<file path="config.mk">
export PLATFORM = sky130hd
export DESIGN_NAME = mii_rx_framer
export DESIGN_NICKNAME = d
export VERILOG_FILES = /design/src/rtl/phy_pkg.sv /design/src/rtl/eth_crc32_d4.sv /design/src/rtl/mii_rx_framer.sv
export SDC_FILE = /design/constraint.sdc
export NUM_CORES = 1
export LEC_CHECK = 0
export ABC_AREA = 1
export CELL_PAD_IN_SITES_DETAIL_PLACEMENT = 0
export CELL_PAD_IN_SITES_GLOBAL_PLACEMENT = 2
export CORE_MARGIN = 5
export CORE_UTILIZATION = 31
export DETAILED_ROUTE_END_ITERATION = 6
export GPL_ROUTABILITY_DRIVEN = 0
export PLACE_DENSITY_LB_ADDON = 0.2
export SYNTH_ARGS = -nofsm -noshare
export SYNTH_HDL_FRONTEND = slang
export SYNTH_SLANG_ARGS = --single-unit
</file>
<file path="constraint.sdc">
create_clock -name CLK -period 2.2 [get_ports CLK]
set_input_delay 0.55 -clock CLK [delete_from_list [all_inputs] [get_ports CLK]]
set_output_delay 0.55 -clock CLK [all_outputs]
set_load 0.02 [all_outputs]
</file>
<file path="src/rtl/phy_pkg.sv">
// Shared definitions for the MII receive framer: FSM encoding, nibble codes and CRC-32 constants.
package phy_pkg;

    typedef enum logic [1:0] {
        ST_IDLE = 2'd0,
        ST_PRE  = 2'd1,
        ST_DATA = 2'd2,
        ST_DONE = 2'd3
    } rx_state_t;

    localparam logic [3:0]  PREAMBLE_NIB = 4'h5;
    localparam logic [3:0]  SFD_NIB      = 4'hD;
    localparam logic [31:0] CRC_POLY     = 32'h04C11DB7;
    localparam logic [31:0] CRC_RESIDUE  = 32'hC704DD7B;

    function automatic logic [31:0] reflect32(input logic [31:0] v);
        logic [31:0] r;
        r = '0;
        for (int i = 0; i < 32; i++) begin
            r[i] = v[31-i];
        end
        return r;
    endfunction

endpackage

</file>
<file path="src/rtl/eth_crc32_d4.sv">
// Reflected CRC-32 accumulator taking one nibble per cycle, LSB first.
module eth_crc32_d4
    import phy_pkg::*;
(
    input  logic        clk,
    input  logic        rst_n,
    input  logic        clear,
    input  logic        enable,
    input  logic [3:0]  data,
    output logic [31:0] crc
);

    localparam logic [31:0] POLY_REFL = reflect32(CRC_POLY);

    logic [31:0] crc_reg;
    logic [31:0] crc_next;

    always_comb begin
        crc_next = crc_reg;
        for (int i = 0; i < 4; i++) begin
            if (crc_next[0] ^ data[i]) begin
                crc_next = {1'b0, crc_next[31:1]} ^ POLY_REFL;
            end else begin
                crc_next = {1'b0, crc_next[31:1]};
            end
        end
    end

    always_ff @(posedge clk or negedge rst_n) begin
        if (!rst_n) begin
            crc_reg <= '1;
        end else if (clear) begin
            crc_reg <= '1;
        end else if (enable) begin
            crc_reg <= crc_next;
        end
    end

    assign crc = crc_reg;

endmodule

</file>
<file path="src/rtl/mii_rx_framer.sv">
// MII receive framer: preamble/SFD hunt, nibble-to-word packing into the packet buffer, frame status.
// Optional FCS checking is compiled in with RX_FCS_CHECK_EN.
module mii_rx_framer
    import phy_pkg::*;
#(
    parameter int                ADDR_W     = 15,
    parameter logic [ADDR_W-1:0] START_ADDR = ADDR_W'(58),
    parameter logic [ADDR_W-1:0] END_ADDR   = ADDR_W'(32767),
    parameter logic [3:0]        MIN_PRE    = 4'd6
) (
    input  logic              CLK,
    input  logic              reset,
    input  logic              rx_enable,
    input  logic [3:0]        recieve,
    input  logic              recieve_data_valid,
    input  logic              recieve_ERR,
    output logic [15:0]       toMemory,
    output logic [ADDR_W-1:0] writeLocation,
    output logic              write,
    output logic              frame_done,
    output logic              frame_err,
    output logic [10:0]       frame_bytes,
    output logic              busy
);

    rx_state_t         state_reg, state_next;
    logic [3:0]        pre_cnt_reg, pre_cnt_next;
    logic [1:0]        nib_idx_reg, nib_idx_next;
    logic [15:0]       word_reg, word_next;
    logic [ADDR_W-1:0] addr_reg, addr_next;
    logic              write_reg, write_next;
    logic              full_reg, full_next;
    logic              ovf_reg, ovf_next;
    logic              err_reg, err_next;
    logic [10:0]       byte_cnt_reg, byte_cnt_next;
    logic [10:0]       bytes_out_reg, bytes_out_next;
    logic              ferr_reg, ferr_next;
    logic              done_reg, done_next;
    logic              busy_reg, busy_next;
    logic              wr_req;
    logic              full_now;
    logic              fcs_bad;

    // The write at END_ADDR still lands; anything requested after it is dropped.
    assign full_now = full_reg | (write_reg && (addr_reg == END_ADDR));

`ifdef RX_FCS_CHECK_EN
    logic [31:0] crc;

    eth_crc32_d4 u_crc (
        .clk    (CLK),
        .rst_n  (reset),
        .clear  (state_reg != ST_DATA),
        .enable ((state_reg == ST_DATA) && recieve_data_valid),
        .data   (recieve),
        .crc    (crc)
    );

    assign fcs_bad = (reflect32(crc) != CRC_RESIDUE);
`else
    assign fcs_bad = 1'b0;
`endif

    always_comb begin
        state_next     = state_reg;
        pre_cnt_next   = pre_cnt_reg;
        nib_idx_next   = nib_idx_reg;
        word_next      = word_reg;
        addr_next      = addr_reg;
        full_next      = full_reg;
        ovf_next       = ovf_reg;
        err_next       = err_reg;
        byte_cnt_next  = byte_cnt_reg;
        bytes_out_next = bytes_out_reg;
        ferr_next      = ferr_reg;
        busy_next      = busy_reg;
        write_next     = 1'b0;
        done_next      = 1'b0;
        wr_req         = 1'b0;

        if (write_reg) begin
            if (addr_reg == END_ADDR) begin
                full_next = 1'b1;
            end else begin
                addr_next = addr_reg + ADDR_W'(1);
            end
        end

        if (busy_reg && recieve_ERR) begin
            err_next = 1'b1;
        end

        case (state_reg)
            ST_IDLE: begin
                if (recieve_data_valid && (recieve == PREAMBLE_NIB) && rx_enable) begin
                    state_next   = ST_PRE;
                    pre_cnt_next = 4'd1;
                end
            end
            ST_PRE: begin
                if (recieve_data_valid && (recieve == PREAMBLE_NIB)) begin
                    if (pre_cnt_reg != 4'hF) begin
                        pre_cnt_next = pre_cnt_reg + 4'd1;
                    end
                end else if (recieve_data_valid && (recieve == SFD_NIB) && (pre_cnt_reg >= MIN_PRE)) begin
                    state_next    = ST_DATA;
                    busy_next     = 1'b1;
                    nib_idx_next  = 2'd0;
                    word_next     = 16'h0000;
                    byte_cnt_next = 11'd0;
                    err_next      = 1'b0;
                    ovf_next      = 1'b0;
                    full_next     = 1'b0;
                end else begin
                    state_next = ST_IDLE;
                end
            end
            ST_DATA: begin
                if (recieve_data_valid) begin
                    // Starting a new word clears its low nibbles, so a short tail is already zero-padded.
                    case (nib_idx_reg)
                        2'd0:    word_next = {recieve, 12'h000};
                        2'd1:    word_next[11:8] = recieve;
                        2'd2:    word_next[7:4]  = recieve;
                        default: word_next[3:0]  = recieve;
                    endcase
                    nib_idx_next = nib_idx_reg + 2'd1;
                    if (nib_idx_reg == 2'd3) begin
                        wr_req = 1'b1;
                    end
                    if (nib_idx_reg[0] && (byte_cnt_reg != 11'h7FF)) begin
                        byte_cnt_next = byte_cnt_reg + 11'd1;
                    end
                end else begin
                    state_next = ST_DONE;
                    if (nib_idx_reg != 2'd0) begin
                        wr_req = 1'b1;
                    end
                end
            end
            default: begin
                state_next     = ST_IDLE;
                done_next      = 1'b1;
                busy_next      = 1'b0;
                addr_next      = START_ADDR;
                bytes_out_next = byte_cnt_reg;
                ferr_next      = err_reg | ovf_reg | fcs_bad;
            end
        endcase

        if (wr_req) begin
            if (full_now) begin
                ovf_next = 1'b1;
            end else begin
                write_next = 1'b1;
            end
        end
    end

    always_ff @(posedge CLK or negedge reset) begin
        if (!reset) begin
            state_reg <= ST_IDLE;
        end else begin
            state_reg <= state_next;
        end
    end

    always_ff @(posedge CLK or negedge reset) begin
        if (!reset) begin
            pre_cnt_reg   <= 4'd0;
            nib_idx_reg   <= 2'd0;
            word_reg      <= 16'h0000;
            addr_reg      <= START_ADDR;
            write_reg     <= 1'b0;
            full_reg      <= 1'b0;
            ovf_reg       <= 1'b0;
            err_reg       <= 1'b0;
            byte_cnt_reg  <= 11'd0;
            bytes_out_reg <= 11'd0;
            ferr_reg      <= 1'b0;
            done_reg      <= 1'b0;
            busy_reg      <= 1'b0;
        end else begin
            pre_cnt_reg   <= pre_cnt_next;
            nib_idx_reg   <= nib_idx_next;
            word_reg      <= word_next;
            addr_reg      <= addr_next;
            write_reg     <= write_next;
            full_reg      <= full_next;
            ovf_reg       <= ovf_next;
            err_reg       <= err_next;
            byte_cnt_reg  <= byte_cnt_next;
            bytes_out_reg <= bytes_out_next;
            ferr_reg      <= ferr_next;
            done_reg      <= done_next;
            busy_reg      <= busy_next;
        end
    end

    assign toMemory      = word_reg;
    assign writeLocation = addr_reg;
    assign write         = write_reg;
    assign frame_done    = done_reg;
    assign frame_err     = ferr_reg;
    assign frame_bytes   = bytes_out_reg;
    assign busy          = busy_reg;

endmodule

</file>
After elaboration in Yosys (flattened, before gate mapping)
Cells that the tools add are included.
{"block": "totals", "ff_bits": 68, "latchBits": 0, "mem_bits_rw": 0, "mem_bits_ro": 0, "in_bits": 9, "out_inout_bits": 46, "n_memories": 0}
{"block": "op_classes", "n_addsub": 4, "n_mul": 0, "n_div": 0, "magnitude_cmp": 1, "n_eq_ne": 24, "shift": 0, "muxes": 53, "bitwise_logic": 3, "n_reduce_logical": 25}
{"cell": "two-way mux 16 bit", "n": 3}
{"cell": "two-way mux 15 bit", "n": 3}
{"cell": "two-way mux 11 bit", "n": 4}
{"cell": "one-hot mux 16 bit (2 select lines)", "n": 1}
{"cell": "one-hot mux 4 bit (2 select lines)", "n": 4}
{"cell": "AND reduction 5 bit", "n": 5}
{"cell": "two-way mux 1 bit", "n": 23}
{"cell": "one-hot mux 11 bit (2 select lines)", "n": 1}
{"cell": "inequality test 2 bit (second input constant)", "n": 10}
{"cell": "two-way mux 4 bit", "n": 4}
{"cell": "adder 15 x 1 -> 15 bit (second input constant)", "n": 1}
{"cell": "== test 15 bit (second input constant)", "n": 1}
{"cell": "two-way mux 2 bit", "n": 7}
{"cell": "adder 11 x 1 -> 11 bit (second input constant)", "n": 1}
{"cell": "inequality test 11 bit (second input constant)", "n": 1}
{"cell": "AND reduction 4 bit", "n": 2}
{"cell": "logical AND 1 bit", "n": 7}
{"cell": "== test 2 bit (second input constant)", "n": 3}
{"cell": "inequality test 3 x 1 -> 1 bit (second input constant)", "n": 2}
{"cell": "one-hot mux 2 bit (3 select lines)", "n": 1}
{"cell": "AND reduction 3 bit", "n": 2}
{"cell": "nonzero test 2 bit", "n": 3}
{"cell": "adder 4 x 1 -> 4 bit (second input constant)", "n": 1}
{"cell": "== test 2 x 1 -> 1 bit (second input constant)", "n": 2}
{"cell": "14 further kinds", "n": 18}

Logic depth before layout (Yosys ltp)
Gate-level depths: netlist (run 1).
{"block": "depth", "ltp_word": 8, "ltp_mapped": 11, "ltp_nobuf": 10}

Least setup slack after synthesis (run 1)
Ideal clock, no wire load.
{"block": "synth_path", "path_kind": "reg2reg", "startpoint": "register addr_reg[1] (netlist: writeLocation[1])", "endpoint": "register addr_reg[2] (netlist: writeLocation[2])", "t_arrival_ps": 1601, "required_time_ps": 2074, "slack_ps": 473, "stages_incl_launch_ff": 9, "path_buffers": 1, "synth_period_minus_slack_ps": 1727, "path_cell_list": "dfstp_2 > ha_1 > nand2_1 > nor2_1 > nand2_1 > nand3b_1 > nand2_2 > buf_4 > o21ai_0"}
{"block": "synth_between", "elab_chain_len": 4}
{"element": "start, declared", "line_no": "mii_rx_framer.sv:30", "source": "logic [ADDR_W-1:0] addr_reg, addr_next;"}
{"element": "start signal, assigned", "line_no": "mii_rx_framer.sv:187", "source": "addr_reg <= addr_next;"}
{"element": "adder 15 x 1 -> 15 bit", "line_no": "mii_rx_framer.sv:85", "source": "addr_next = addr_reg + ADDR_W'(1);"}
{"element": "two-way mux 15 bit", "line_no": "mii_rx_framer.sv:82", "source": "if (addr_reg == END_ADDR) begin"}
{"element": "two-way mux 15 bit", "line_no": "mii_rx_framer.sv:81", "source": "if (write_reg) begin"}
{"element": "two-way mux 15 bit", "line_no": "mii_rx_framer.sv:93", "source": "case (state_reg)"}
Parallel ways exist; a longest one is shown, timed or not. The select of a mux whose other input is x is not followed.
A chain may end at the register's enable or synchronous reset.

Final worst setup path (run 1)
{"block": "layout_path", "startpoint": "register addr_reg[3] (netlist: writeLocation[3])", "endpoint": "output writeLocation[3]"}
{"element": "end, declared", "line_no": "mii_rx_framer.sv:18", "source": "output logic [ADDR_W-1:0] writeLocation,"}
No word-level cell between the ends.

==> flow_summary.yaml, run 1 <==
global_routing:
  grt.total_usage: 0.1421
  antenna_found_initial: 0
  gr-total-overflow: 0
  grt_max_degree: 69
  grt_pass1_wl_mm: 16.50
  grt_pass1_vias: 3361
power:
  p_sw_frac: 0.3562
  p_sw_w: 0.001522
  powerDensity_nw_per_um2: 890.9
  leakage_nw: 2.340
  ir_worst_vdd_v: 0.0005542
  internal_power_w: 0.002751
  pwr-share-comb: 0.304
  pwr-share-clk: 0.316
  seqPwrFrac: 0.380
worst_setup_path:
  crit_start: "writeLocation[3]$_DFFE_PN1P_"
  startpoint_type: "register"
  path_max_fanout: 6
  crit_path_end_kind: "primary output"
  cpLargestDelayFamily: "buffers and inverters"
  cp_cell_sequence: "clkdlybuf4s50_1"
  path_class: "register to primary output"
  rr_startpoint: "writeLocation[1]$_DFFE_PN1P_"
  slowest_delay_ns: 0.62
  critPathBufInv: 1
  critPathSlowestCell: "clkdlybuf4s50_1"
  cp_data_arrival_time_ns: 1.54
  required_ns: 1.65
  worst-r2r-setup-slack_ns: 0.27
drt:
  antenna_left: 0
  drt-total-wl_mm: 9.572
  drcViolationCount: 0
  wire_per_inst_um: 12.94
  drt-pass1-iter-count: 4
  drt_iter0_drc: 160
  via_per_inst: 4.592
  vias: 3398
finish:
  layout-drive-gt1-share: 0.06745
  final_util: 0.4010
  area_growth_syn_to_layout_pct: 27.76
  fillers: 1240
  final_common_cell: "nand2_1"
  diodes: 0
  largest_register_ffs: 16
  instances_no_fill: 740
  finalNetCount: 610
  layout_common_cells: "nand2_1, dfrtp_1, nor2_1"
synthesis:
  yosys.cell_types.count: 30
  postSynthCellCount: 521
  yosys.area.top_type: "dfrtp_1"
  synth_top_area_frac: 0.4265
  synth_edf_count: 0
  syn_area_um2: 3755
  synth_seq_area_share: 0.4545
  synth_area_leaders: "dfrtp_1, nand2_1, nor2_1"
  async_flop_share: 1.000
  synth_fp_nets: 542
  avgSynthCellArea_um2: 7.207
  yosys_warnings: 0
  synth_ff_type: "dfrtp_1"
  ys_seq_elements: 68
clocking:
  cts_buffers: 9
  post_cts_buffers: 0
  cts.htree.levels: 3
  clk_path_buf_depth: 2
  clk_latency_ns: 0.34
  path_clk_slew_ns: 0.05
  cts-root-buf: "clkbuf_16"
  cts-resized-gates: 0
  numClockSinks: 68
  cts-hold-fix-buffers: 0
  cts_tree: "yes"
timing:
  tightest_slew_ns: 0.5165
  setup_viol: 0
  slew_headroom: 0.6557
  hold_violations: 0
  fmax_ghz: 0.4780
  period_share: 0.9509
  grt_setup_unrepaired: "false"
  slew_violations: 0
  fin_skew_ns: 0.007092
  layout_min_cycle_time_ns: 2.092
placement:
  io_buffer_count: 54
  dp.cells: 725
  place_hpwl_mm: 6.880
die:
  fp.dieW_um: 120.1
  num_rows: 40
  start_util: 0.3139
  dieHeight_um: 120.1
  core_area_um2: 11960
  dieArea_um2: 14410
  io_pins: 55
min_path:
  hold_class: "primary input to asynchronous set/reset pin"
flow_run:
  cap_viol_max_count: 0
run_status:
  outcome: "finished clean"
-- power by group through the flow --
stage          clock, W  combinational, W  sequential [W]
4_1_cts         0.00140           0.00132         0.00162
3_3_place_gp          0           0.00131         0.00164
2_1_floorplan         0          0.000740         0.00172
5_1_grt         0.00145           0.00150         0.00165
6_report        0.00135           0.00130         0.00162
3_5_place_dp          0           0.00132         0.00164
-- worst paths after layout --
kind                                           endpoint  cells after the start
min in group CLK             frame_bytes[6]$_DFFE_PN0P_                      2
hold reg to reg              frame_bytes[6]$_DFFE_PN0P_                      2
max in group asynchronous  writeLocation[1]$_DFFE_PN1P_                      2
hold / removal             writeLocation[6]$_DFFE_PN0P_                      2
setup / recovery                       writeLocation[3]                      1
setup reg to reg           writeLocation[3]$_DFFE_PN1P_                      9
-- cell type report --
cell class / count / area (um2) / share of cell area
multi-input cells: 394 / 1803 / 0.3758
flip-flops and latches: 68 / 1707 / 0.3558
repair buffers: 68 / 653.1 / 0.1362
clock buffers: 13 / 260.3 / 0.05425
well taps: 147 / 183.9 / 0.03834
inverters: 48 / 180.2 / 0.03756
clock inverters: 2 / 10.01 / 0.002087
-- layer usage --
metal  share of wire  track usage
met5               0            0
met4           0.017      0.06228
met3           0.037      0.02875
met2            0.45       0.2294
met1            0.49       0.1841
-- stage by stage --
stage               hold slack, ns  worst slack [ns]  area [um2]  total power, W   TNS (ns)
global placement            0.4604           0.01085        4527        0.002948          0
CTS                         0.2508           0.09526        4797        0.004347          0
floorplan                   0.2544            0.4732        3755        0.002458          0
finish                      0.2361            0.1080        4797        0.004274          0
detailed placement          0.4613         -0.002638        4527        0.002960  -0.002638
global route                0.2811           0.07400        4797        0.004601          0
-- cells in the mapped netlist (2+ instances only) --
master / n
a21oi_1: 5
buf_2: 4
buf_4: 3
clkbuf_1: 3
dfrtp_1: 64
dfstp_2: 4
ha_1: 12
inv_1: 47
nand2_1: 214
nand2_2: 2
nand3_1: 39
nand3b_1: 2
nand4_1: 13
nor2_1: 60
nor3_1: 2
o21ai_0: 26
o21bai_1: 4
xor2_1: 5
-- kinds of logic (layout without fill, tap and decap cells) --
| logic type | Yosys count | in the layout | share of synthesized area |
|---|---|---|---|
| AOI/OAI and AO/OA | 40 | 40 | 0.06065 |
| buffers and inverters | 59 | 131 | 0.06531 |
| xor gates and xnor gates | 5 | 5 | 0.01166 |
| adders and majority gates | 12 | 12 | 0.03999 |
| DFF | 68 | 68 | 0.4545 |
| and+or+nand+nor | 337 | 337 | 0.3679 |
Power figures use the tool's default switching activity.
==> inputs of run 2 (changes only) <==
- SKIP_CTS_REPAIR_TIMING: unset -> 1
==> results of run 2 <==
Final layout, timing and power as in run 1 (identical DEF).
==> inputs of run 3 (changes only) <==
- CORE_ASPECT_RATIO: unset -> 1.5
==> flow_summary.yaml, run 3 (synthesized netlist as in run 1, its figures left out) <==
die:
  start_util: 0.3141
  fp.dieW_um: 99.86
  io_pins: 55
  num_rows: 49
  dieArea_um2: 14460
  core_area_um2: 11960
  dieHeight_um: 144.8
power:
  ir_worst_vdd_v: 0.0003409
  leakage_nw: 2.378
  powerDensity_nw_per_um2: 948.0
clocking:
  numClockSinks: 68
  clk_latency_ns: 0.33
  clk_path_buf_depth: 2
  cts_buffers: 9
  cts-root-buf: "clkbuf_16"
  cts.htree.levels: 3
  cts_tree: "yes"
  path_clk_slew_ns: 0.05
global_routing:
  grt_pass1_vias: 3471
  antenna_found_initial: 0
  grt.total_usage: 0.1414
  grt_max_degree: 36
  gr-total-overflow: 0
  grt_pass1_wl_mm: 16.37
finish:
  layout-drive-gt1-share: 0.07395
  diodes: 0
  post-route-cell-area_um2: 4876
  fillers: 1273
  final_common_cell: "nand2_1"
  layout_common_cells: "nand2_1, dfrtp_1, nor2_1"
  finalNetCount: 612
  area_growth_syn_to_layout_pct: 29.86
  largest_register_ffs: 16
worst_setup_path:
  crit_start: "writeLocation[3]$_DFFE_PN1P_"
  startpoint_type: "register"
  critPathBufInv: 1
  path_class: "register to primary output"
  cp_data_arrival_time_ns: 1.53
  required_ns: 1.65
  cp_cell_sequence: "clkdlybuf4s50_1"
  rr_startpoint: "writeLocation[1]$_DFFE_PN1P_"
  slowest_delay_ns: 0.62
  critPathSlowestCell: "clkdlybuf4s50_1"
  worst-r2r-setup-slack_ns: 0.34
  path_max_fanout: 6
  crit_path_end_kind: "primary output"
  cpLargestDelayFamily: "buffers and inverters"
timing:
  setup_viol: 0
  slew_violations: 0
  tightest_slew_ns: 0.4912
  hold_violations: 0
  layout_min_cycle_time_ns: 2.079
  period_share: 0.9449
  slew_headroom: 0.6726
  fmax_ghz: 0.4811
  grt_setup_unrepaired: "false"
  fin_skew_ns: 0.008798
  tns_ns: 0
drt:
  drcViolationCount: 0
  drt-pass1-iter-count: 4
  drt-total-wl_mm: 9.726
  antenna_left: 0
  via_per_inst: 4.646
  drt_iter0_drc: 102
  vias: 3475
  wire_per_inst_um: 13.00
flow_run:
  cap_viol_max_count: 0
placement:
  io_buffer_count: 54
  placed_area_um2: 4537
  place_hpwl_mm: 7.395
run_status:
  outcome: "finished clean"
min_path:
  hold_class: "primary input to asynchronous set/reset pin"
## run 3: cell types whose count changed in the layout (fill, tap and decap cells not counted)
| cell | before | now |
|---|---|---|
| clkbuf_1 | 2 | 0 |
| buf_12 | 1 | 0 |
| buf_4 | 13 | 16 |
| bufinv_16 | 0 | 3 |
| clkbuf_8 | 2 | 1 |
## run 3: area by class of cell
cell class                      count  area [um2]  area share
Clock buffer                       10       239.0     0.04901
Clock inverter                      5       100.1     0.02053
Inverter                           48       180.2     0.03695
Multi-Input combinational cell    394        1803      0.3698
Sequential cell                    68        1707      0.3500
Tap cell                          153       191.4     0.03926
Timing Repair Buffer               70       655.6      0.1345
## run 3: stage by stage
step	cells	power, W	utilization	hold WS (ns)	setup WS [ns]
floorplan	521	0.002458	-	0.2544	0.4732
global placement	733	0.002979	0.3795	0.4585	0.05215
detailed placement	733	0.003001	0.3795	0.4582	0.003367
CTS	748	0.004694	0.4078	0.2667	0.09750
global route	748	0.004927	0.4078	0.3012	0.08088
finish	748	0.004622	0.4078	0.2527	0.1213
## run 3: report_power, final
part	internal [W]	total (W)	switching, W
Clock	0.00113	0.00167	0.000542
Combinational	0.000510	0.00133	0.000816
Sequential	0.00144	0.00163	0.000188
## run 3: final timing paths
check / end / depth (start not counted)
worst max-delay path: writeLocation[3] / 1
worst min-delay path: writeLocation[6]$_DFFE_PN0P_ / 2
worst max register to register: writeLocation[4]$_DFFE_PN1P_ / 9
worst min register to register: frame_bytes[1]$_DFFE_PN0P_ / 2
max in group asynchronous: writeLocation[5]$_DFFE_PN1P_ / 2
min in group CLK: frame_bytes[1]$_DFFE_PN0P_ / 2
## run 3: layer usage
layer,share of wire,GRT usage,routed length (um)
met4,0.025,0.05899,240
met1,0.43,0.1592,4148
met5,0,0,0
met3,0.039,0.02830,382
met2,0.51,0.2582,4955
